<file path="src/rtl/uart_pkg.sv">
// uart_pkg: shared UART state encoding, parity modes and parity helper
package uart_pkg;
  typedef enum logic [2:0] {
    ST_IDLE,
    ST_START,
    ST_DATA,
    ST_PARITY,
    ST_STOP,
    ST_CLEANUP
  } uart_state_t;
  localparam int PARITY_NONE = 0;
  localparam int PARITY_EVEN = 1;
  localparam int PARITY_ODD  = 2;
  function automatic logic parity_bit(input logic [7:0] b, input int mode);
    return mode == PARITY_ODD ? ~^b : ^b;
  endfunction
endpackage

</file>
<file path="src/rtl/uart_byte_fifo.sv">
// uart_byte_fifo: DEPTH x 8 synchronous FIFO; a write to a full FIFO is taken when a read happens on the same edge
module uart_byte_fifo #(
  parameter int DEPTH = 16,
  localparam int AW = $clog2(DEPTH),
  localparam int CW = AW + 1
) (
  input  logic          i_Clock,
  input  logic          i_Rst_L,
  input  logic          i_Wr,
  input  logic [7:0]    i_Wr_Data,
  input  logic          i_Rd,
  output logic [7:0]    o_Rd_Data,
  output logic          o_Full,
  output logic          o_Empty,
  output logic [CW-1:0] o_Count,
  output logic          o_Overflow
);
  logic [7:0] mem [DEPTH];
  logic [AW-1:0] wr_ptr, rd_ptr;
  logic wr_ok, rd_ok;
  if (DEPTH < 2 || (DEPTH & (DEPTH - 1)) != 0) begin : g_bad_depth
    $error("uart_byte_fifo: DEPTH must be a power of two >= 2");
  end
  assign rd_ok = i_Rd & !o_Empty;
  assign wr_ok = i_Wr & (!o_Full | rd_ok);
  assign o_Full = o_Count == CW'(DEPTH);
  assign o_Empty = o_Count == '0;
  assign o_Rd_Data = mem[rd_ptr];
  // storage array, no reset needed
  always_ff @(posedge i_Clock)
    if (wr_ok) mem[wr_ptr] <= i_Wr_Data;
  // pointers wrap naturally at DEPTH; count decides full/empty
  always_ff @(posedge i_Clock)
    if (!i_Rst_L) begin
      wr_ptr <= '0;
      rd_ptr <= '0;
      o_Count <= '0;
      o_Overflow <= 1'b0;
    end else begin
      wr_ptr <= wr_ok ? wr_ptr + AW'(1) : wr_ptr;
      rd_ptr <= rd_ok ? rd_ptr + AW'(1) : rd_ptr;
      o_Count <= o_Count + CW'(wr_ok) - CW'(rd_ok);
      o_Overflow <= i_Wr & !wr_ok;
    end
endmodule

</file>
<file path="src/rtl/uart_tx_buffered.sv">
// uart_tx_buffered: FIFO-buffered UART transmitter, LSB first, optional parity, 1 or 2 stop bits
module uart_tx_buffered
  import uart_pkg::*;
#(
  parameter int CLKS_PER_BIT = 10416,
  parameter int DEPTH        = 16,
  parameter int PARITY       = PARITY_NONE,
  parameter int STOP_BITS    = 1
) (
  input  logic                   i_Clock,
  input  logic                   i_Rst_L,
  input  logic                   i_Wr_DV,
  input  logic [7:0]             i_Wr_Byte,
  output logic                   o_Full,
  output logic                   o_Empty,
  output logic [$clog2(DEPTH):0] o_Count,
  output logic                   o_Overflow,
  output logic                   o_Tx_Serial,
  output logic                   o_Tx_Active,
  output logic                   o_Tx_Done
);
  localparam int TW = $clog2(CLKS_PER_BIT);
  localparam logic [TW-1:0] T_MAX = TW'(CLKS_PER_BIT - 1);
  uart_state_t state, state_n;
  logic [TW-1:0] timer;
  logic [2:0] bit_idx;
  logic [7:0] shift, rd_data;
  logic empty_q, pop, t_end;
  if (CLKS_PER_BIT < 4 || PARITY < 0 || PARITY > 2 || STOP_BITS < 1 || STOP_BITS > 2) begin : g_bad_params
    $error("uart_tx_buffered: illegal CLKS_PER_BIT, PARITY or STOP_BITS");
  end
  assign t_end = timer == T_MAX;
  assign pop = state == ST_IDLE && !empty_q;
  uart_byte_fifo #(.DEPTH(DEPTH)) u_fifo (
    .i_Clock   (i_Clock),
    .i_Rst_L   (i_Rst_L),
    .i_Wr      (i_Wr_DV),
    .i_Wr_Data (i_Wr_Byte),
    .i_Rd      (pop),
    .o_Rd_Data (rd_data),
    .o_Full    (o_Full),
    .o_Empty   (o_Empty),
    .o_Count   (o_Count),
    .o_Overflow(o_Overflow)
  );
  // state register; reset aborts any frame in progress
  always_ff @(posedge i_Clock)
    state <= !i_Rst_L ? ST_IDLE : state_n;
  // frame sequencing; a freshly written byte is seen one cycle late via empty_q
  always_comb begin
    state_n = state;
    case (state)
      ST_IDLE:    state_n = !empty_q ? ST_START : ST_IDLE;
      ST_START:   state_n = t_end ? ST_DATA : ST_START;
      ST_DATA:    state_n = t_end && bit_idx == 3'd7 ? (PARITY != PARITY_NONE ? ST_PARITY : ST_STOP) : ST_DATA;
      ST_PARITY:  state_n = t_end ? ST_STOP : ST_PARITY;
      ST_STOP:    state_n = t_end && bit_idx == 3'(STOP_BITS - 1) ? ST_CLEANUP : ST_STOP;
      ST_CLEANUP: state_n = ST_IDLE;
      default:    state_n = ST_IDLE;
    endcase
  end
  // line, active and done decoded from state only
  always_comb begin
    o_Tx_Serial = state == ST_START ? 1'b0 : state == ST_DATA ? shift[bit_idx] : state == ST_PARITY ? parity_bit(shift, PARITY) : 1'b1;
    o_Tx_Active = state inside {ST_START, ST_DATA, ST_PARITY, ST_STOP};
    o_Tx_Done = state == ST_CLEANUP;
  end
  // bit timer, bit/stop index, shift register and delayed empty flag
  always_ff @(posedge i_Clock)
    if (!i_Rst_L) begin
      timer <= '0;
      bit_idx <= '0;
      shift <= '0;
      empty_q <= 1'b1;
    end else begin
      timer <= (state_n != state || t_end) ? '0 : timer + TW'(1);
      bit_idx <= state == ST_IDLE ? 3'd0 : (t_end && (state == ST_DATA || state == ST_STOP)) ? bit_idx + 3'd1 : bit_idx;
      shift <= pop ? rd_data : shift;
      empty_q <= o_Empty;
    end
endmodule

</file>
<file path="config.mk">
export PLATFORM = sky130hd
export DESIGN_NAME = uart_tx_buffered
export DESIGN_NICKNAME = d
export VERILOG_FILES = /design/src/rtl/uart_pkg.sv /design/src/rtl/uart_byte_fifo.sv /design/src/rtl/uart_tx_buffered.sv
export SDC_FILE = /design/constraint.sdc
export NUM_CORES = 1
export LEC_CHECK = 0
export ABC_AREA = 0
export BUFFER_PORTS_ARGS = -buffer_cell sky130_fd_sc_hd__buf_2
export CAP_MARGIN = 20
export CORE_MARGIN = 2
export CORE_UTILIZATION = 40
export CTS_CLUSTER_SIZE = 24
export DETAILED_ROUTE_END_ITERATION = 7
export PLACE_DENSITY = 0.53
export SKIP_CTS_REPAIR_TIMING = 1
export SKIP_LAST_GASP = 1
export SYNTH_ARGS = -nofsm -noshare
export SYNTH_HDL_FRONTEND = slang
export SYNTH_SLANG_ARGS = --single-unit
</file>
<file path="constraint.sdc">
create_clock -name i_Clock -period 5.4 [get_ports i_Clock]
set_input_delay 0.54 -clock i_Clock [delete_from_list [all_inputs] [get_ports i_Clock]]
set_output_delay 0.54 -clock i_Clock [all_outputs]
set_load 0.05 [all_outputs]
</file>
==> metrics.yaml, run 1 <==
cp_slowest_stage_delay_ns: 0.64
cp_max_fo: 4
clock_latency_ns: 0.43
sequentialPowerShare_pct: 44.6
path_clk_slew_ns: 0.07
p_int_mw: 2.49
place_hpwl_mm: 8.83
stdcell_count: 723
synthToLayoutAreaGrowth_pct: 13.2
finalCritPeriodShare_pct: 57.0
netSwitchingPower_mw: 1.04
async_reset_ff_share_pct: 0
cts_buffer_depth: 2
track_usage_pct: 16.2
synth_edf_count: 128
regToRegStartpoint: "u_fifo.o_Count[2]"
dp_cells: 689
ys_top_cells_by_area: "edfxtp_1 54%, dfxtp_1 12%, mux4_2 11%, ha_1 2.7%, xnor2_1 2.4%"
crit_type: "register to register"
min_from: "i_Wr_DV"
rows: 48
slowest_stage: "or4b_2"
status: "finished clean"
finClkSkew_ns: 0.0130
clkPwrFrac_pct: 33.0
yosys.area.top_type: "edfxtp_1"
r2r-end: "u_fifo.o_Count[4]"
cts.root.buffer_cell: "clkbuf_16"
hold_class: "input pin to register"
drive_gt1_share_pct: 19.3
swShare_pct: 29.5
htreeDepth: 4
critPathBufInv: 4
worstHoldPathCells: 2
wl_per_cell_um: 19.1
grt_max_degree: 30
fp.dieH_um: 137
comb_power_share_pct: 22.4
grt_pass1_vias: 3866
synthCells: 458
die_w_um: 137
r2r_slack_ns: 2.32
synth.yosys.seq_area_share_pct: 66.7
numCtsBuffers: 17
crit_family: "simple AND/OR/NAND/NOR gates"
synth-seq-cells: 171
clock-sinks: 171
drc: 0
synth_ff_type: "edfxtp_1"
start_util_pct: 40.8
syn_avg_cell_area_um2: 15.4
synth.most_common_cell: "edfxtp_1"
antennaDiodeCount: 0
syn_area_um2: 7050
cellLeakagePower_nw: 2.59
final_nets: 512
fp.coreArea_um2: 17300
slew_viol_final: 0
dr.pass1.iters: 4
yosysWarnings: 0
fmax_mhz: 325
overflow: 0
dpl_cell_area_um2: 7400
final-setup-viol-count: 0
synthesis.nets: 485
synth_top_area_share_pct: 54.5
viasPerCell: 5.21
gp_routability_congestion: 0.778
critical_path.most_common_cell: "inv_1"
ant_nets: 0
power.density_nw_per_um2: 442
peakVddDrop_mv: 0.266
fin_setup_tns_ns: 0
cts_tree: "yes"
critPathRequiredTime_ns: 5.72
relSlewSlack_pct: 29.3
start_kind: "register"
min_to: "u_fifo.o_Overflow"
fp.dieArea_um2: 18700
antenna_found_initial: 0
worstPathCellList: "inv_1, ha_1, or4b_2, inv_1, nor2_1, ha_1, inv_1, ha_1, inv_1, fa_1, nand2b_1, a21oi_1, o21ai_0, and3b_1"
synthDistinctLibCells: 45
ios: 22
drt-initial-drc-count: 266
wl_mm: 13.8
hold_viol: 0
fin_crit_ns: 3.08
cap_violations: 0
fin_area_um2: 7980
synth_common_cells: "128 x edfxtp_1, 43 x dfxtp_1, 36 x nor2_1"
io_buffer_count: 21
rsz0062_at_grt: "false"
worst_pin_slew_ns: 1.06
vias: 3765
cp-end-kind: "register"
cp.arrival_ns: 3.40
grt_pass1_wl_mm: 21.7
reg2reg_depth: 14
## layer usage
layer | GRT usage (%) | vias up | part of all wire, %
met5 | 0 | - | 0
met4 | 5.15 | 0 | 0.92
met3 | 4.33 | 7 | 3.3
met2 | 26.5 | 64 | 49
met1 | 21.3 | 1894 | 47
li1 | - | 1800 | -
## worst reg2reg max path, delay by kind of cell (launching register included)
kind | cells | cell delay, ns
buffers and inverters | 4 | 0.33
adder cells (fa/ha/maj) | 4 | 0.96
AND/OR/NAND/NOR | 4 | 1.07
flip-flops | 1 | 0.32
AO/OA/AOI/OAI | 2 | 0.28
## layout by cell type (no fill, tap or decap), types with 5 or more instances in the layout
cell / synthesis / layout
o21ai_0: 15 / 15
buf_4: 0 / 5
inv_1: 19 / 19
inv_6: 0 / 5
and2_1: 7 / 7
ha_1: 15 / 15
nand2b_1: 10 / 10
mux2i_1: 12 / 12
xnor2_1: 19 / 19
clkbuf_16: 0 / 17
nor3_1: 13 / 13
buf_2: 5 / 21
a21oi_1: 7 / 7
nand2_1: 10 / 10
nand3_1: 14 / 14
xor2_1: 8 / 8
nor2_1: 36 / 36
a211oi_1: 8 / 8
mux4_2: 33 / 33
dfxtp_1: 43 / 42
o22ai_1: 8 / 8
edfxtp_1: 128 / 128
## kinds of logic after synthesis
logic type,after synthesis,synth area share (%)
fa+ha+maj,16,2.94
compound gates,48,4.36
flops,171,66.7
xor+xnor,27,3.35
buf+inv,39,2.16
mux,45,12.2
simple gates,112,8.23
## per-stage QoR
stage | util (%) | hold WS (ns) | total power [mW] | setup WS [ns]
after floorplan | - | 0.430 | 2.20 | 1.34
after global placement | 42.8 | 0.443 | 2.40 | 2.40
after detailed placement | 42.8 | 0.453 | 2.40 | 2.33
after CTS | 46.1 | 0.377 | 3.57 | 2.32
after global routing | 46.2 | 0.400 | 3.72 | 2.12
final | 46.2 | 0.396 | 3.53 | 2.32
## layout make-up
class | instances | area, um2
Clock buffer | 18 | 429
Tap cell | 225 | 282
Sequential cell | 171 | 4710
Multi-Input combinational cell | 248 | 2200
Fill cell | 1519 | 9310
Clock inverter | 14 | 136
Timing Repair Buffer | 28 | 158
Inverter | 19 | 71.3
## flip-flops by register name (all words and copies together) (netlist names)
signal,cells
bit_idx,3
empty_q,1
shift,8
state,3
timer,14
u_fifo.mem,128
u_fifo.o_Count,5
u_fifo.o_Overflow,1
u_fifo.rd_ptr,4
u_fifo.wr_ptr,4
## worst max-delay path by stage
stage                            startpoint                end  depth (start not counted)  slack (ns)
after floorplan           u_fifo.o_Count[3]  u_fifo.o_Count[4]                         11        1.34
after global placement    u_fifo.o_Count[3]  u_fifo.o_Count[4]                         14        2.40
after detailed placement  u_fifo.o_Count[2]  u_fifo.o_Count[4]                         14        2.33
after CTS                 u_fifo.o_Count[2]  u_fifo.o_Count[4]                         14        2.32
after global routing      u_fifo.o_Count[3]  u_fifo.o_Count[4]                         14        2.12
final                     u_fifo.o_Count[2]  u_fifo.o_Count[4]                         14        2.32
## power by group through the flow
stage | clock [mW] | sequential, mW | combinational [mW]
5_1_grt | 1.25 | 1.59 | 0.876
3_5_place_dp | 0 | 1.60 | 0.800
4_1_cts | 1.19 | 1.58 | 0.803
3_3_place_gp | 0 | 1.60 | 0.795
2_1_floorplan | 0 | 1.61 | 0.588
6_report | 1.16 | 1.58 | 0.793
Note: power is estimated with default switching activity, not from simulation.
==> run 2, diff against run 1 <==
==> constraint.sdc (replaced) <==
create_clock -name i_Clock -period 2.9 [get_ports i_Clock]
set_input_delay 0.29 -clock i_Clock [delete_from_list [all_inputs] [get_ports i_Clock]]
set_output_delay 0.29 -clock i_Clock [all_outputs]
set_load 0.05 [all_outputs]
==> metrics.yaml, run 2 (same netlist as run 1, synthesis figures left out) <==
use_met1_pct: 21.4  # +0.11 points
cap_violations: 0  # unchanged
antennaDiodeCount: 0  # unchanged
antenna_found_initial: 0  # unchanged
fp.coreArea_um2: 17300  # unchanged
holdWs_ns: 0.150  # -0.245 ns
critPathRequiredTime_ns: 3.21  # -2.51 ns
fp.dieH_um: 137  # unchanged
start_kind: "register"
grt.busiest_layer: "met2"
grt_max_degree: 30  # unchanged
grt_pass1_vias: 4016  # +3.9%
status: "finished clean"
cellLeakagePower_nw: 2.73  # +5.2%
top_register: "u_fifo.mem"
hold_class: "input pin to register"
most-common-layout-cells: "128 x edfxtp_1, 38 x dfxtp_1, 35 x nor2_1"
fin_area_um2: 8250  # +3.3%
hold_viol: 0  # unchanged
final-setup-viol-count: 0  # unchanged
cts.root.buffer_cell: "clkbuf_16"
final_nets: 533  # +4.1%
vias: 3886  # +3.2%
cts_buffer_depth: 2  # unchanged
worst_slack_ns: 0.150  # -2.17 ns
clock_latency_ns: 0.42  # about the same
grt_pass1_wl_mm: 22.2  # +2.7%
start_util_pct: 40.8  # unchanged
rows: 48  # unchanged
slew_viol_final: 0  # unchanged
wl_mm: 14.1  # +1.9%
fin_setup_tns_ns: 0  # unchanged
largest_reg_flops: 128  # unchanged
track_usage_pct: 16.5  # +0.24 points
met3_usage_pct: 4.48  # +0.15 points
drive_gt1_share_pct: 25.4  # +6.2 points
ant_nets: 0  # unchanged
reg_top3: "u_fifo.mem (128), timer (14), shift (8)"
dpl_cell_area_um2: 7610  # +2.8%
worst_pin_slew_ns: 0.806  # -0.254 ns
overflow: 0  # unchanged
cts_tree: "yes"
die_w_um: 137  # unchanged
dr.pass1.iters: 4  # unchanged
place_hpwl_mm: 9.25  # +4.7%
drt-initial-drc-count: 239  # -10%
grtUsageMet2_pct: 27.3  # +0.78 points
peakVddDrop_mv: 0.520  # +96%
relSlewSlack_pct: 45.8  # +17 points
fin_total_pwr_mw: 6.88  # +95%
fin_crit_ns: 2.75  # -0.330 ns
fmax_mhz: 364  # +12%
crit_type: "register to register"
post-route-util_pct: 47.7  # +1.5 points
fp.dieArea_um2: 18700  # unchanged
path_clk_slew_ns: 0.06  # about the same
rsz0062_at_grt: "false"
dp_slack_ns: 0.0772  # -2.26 ns
clock-sinks: 171  # unchanged
dp_cells: 710  # +3.0%
htreeDepth: 4  # unchanged
ios: 22  # unchanged
numCtsBuffers: 17  # unchanged
cp_max_fo: 4  # unchanged
wl_per_cell_um: 18.9  # -0.99%
stdcell_count: 744  # +2.9%
layout_commonest_cell: "edfxtp_1"
finClkSkew_ns: 0.0105  # -0.00249 ns
power.density_nw_per_um2: 834  # +88%
cp-end-kind: "register"
cp.arrival_ns: 3.06  # -0.34 ns
drc: 0  # unchanged
finalCritPeriodShare_pct: 94.8  # +38 points
synthToLayoutAreaGrowth_pct: 16.9
viasPerCell: 5.22  # +0.30%
io_buffer_count: 21  # unchanged
gp_routability_congestion: 0.764  # -1.9%
## run 2: area by class of cell
class / instances / area, um2
multi-input cells: 248 / 2250
flip-flops and latches: 171 / 4720
inverters: 19 / 75.1
clock buffers: 18 / 439
fillers: 1509 / 9050
clock inverters: 14 / 169
well taps: 225 / 282
repair buffers: 49 / 315
## run 2: per-layer routing
metal,wire (um),up-vias
met3,442,12
met5,0,-
li1,-,1844
met2,6930,57
met1,6540,1973
met4,183,0
## run 2: critical path, stage by stage, from the launching register on
cell and delay [ns]:
dfxtp_4 0.35, inv_2 0.05, ha_1 0.15, or4b_4 0.50
clkinvlp_4 0.14, nor2_4 0.05, ha_1 0.26, inv_1 0.06
ha_2 0.16, inv_1 0.05, fa_2 0.34, nand2b_4 0.16
a21oi_4 0.12, o21ai_1 0.06, and3b_1 0.18
## run 2: where the power goes
part	total (mW)	internal, mW	switching, mW
clock network	2.30	1.38	0.921
logic	1.63	0.750	0.877
registers	2.95	2.79	0.160
total	6.88	4.92	1.96
## run 2: worst paths after layout
| check | start | endpoint | slack (ns) | cells past startpoint |
|---|---|---|---|---|
| max reg2reg | u_fifo.o_Count[2] | u_fifo.o_Count[4] | 0.15 | 14 |
| max | u_fifo.o_Count[2] | u_fifo.o_Count[4] | 0.15 | 14 |
| min | i_Wr_DV | u_fifo.o_Overflow | 0.15 | 2 |
| min reg2reg | timer[0] | timer[0] | 0.47 | 1 |
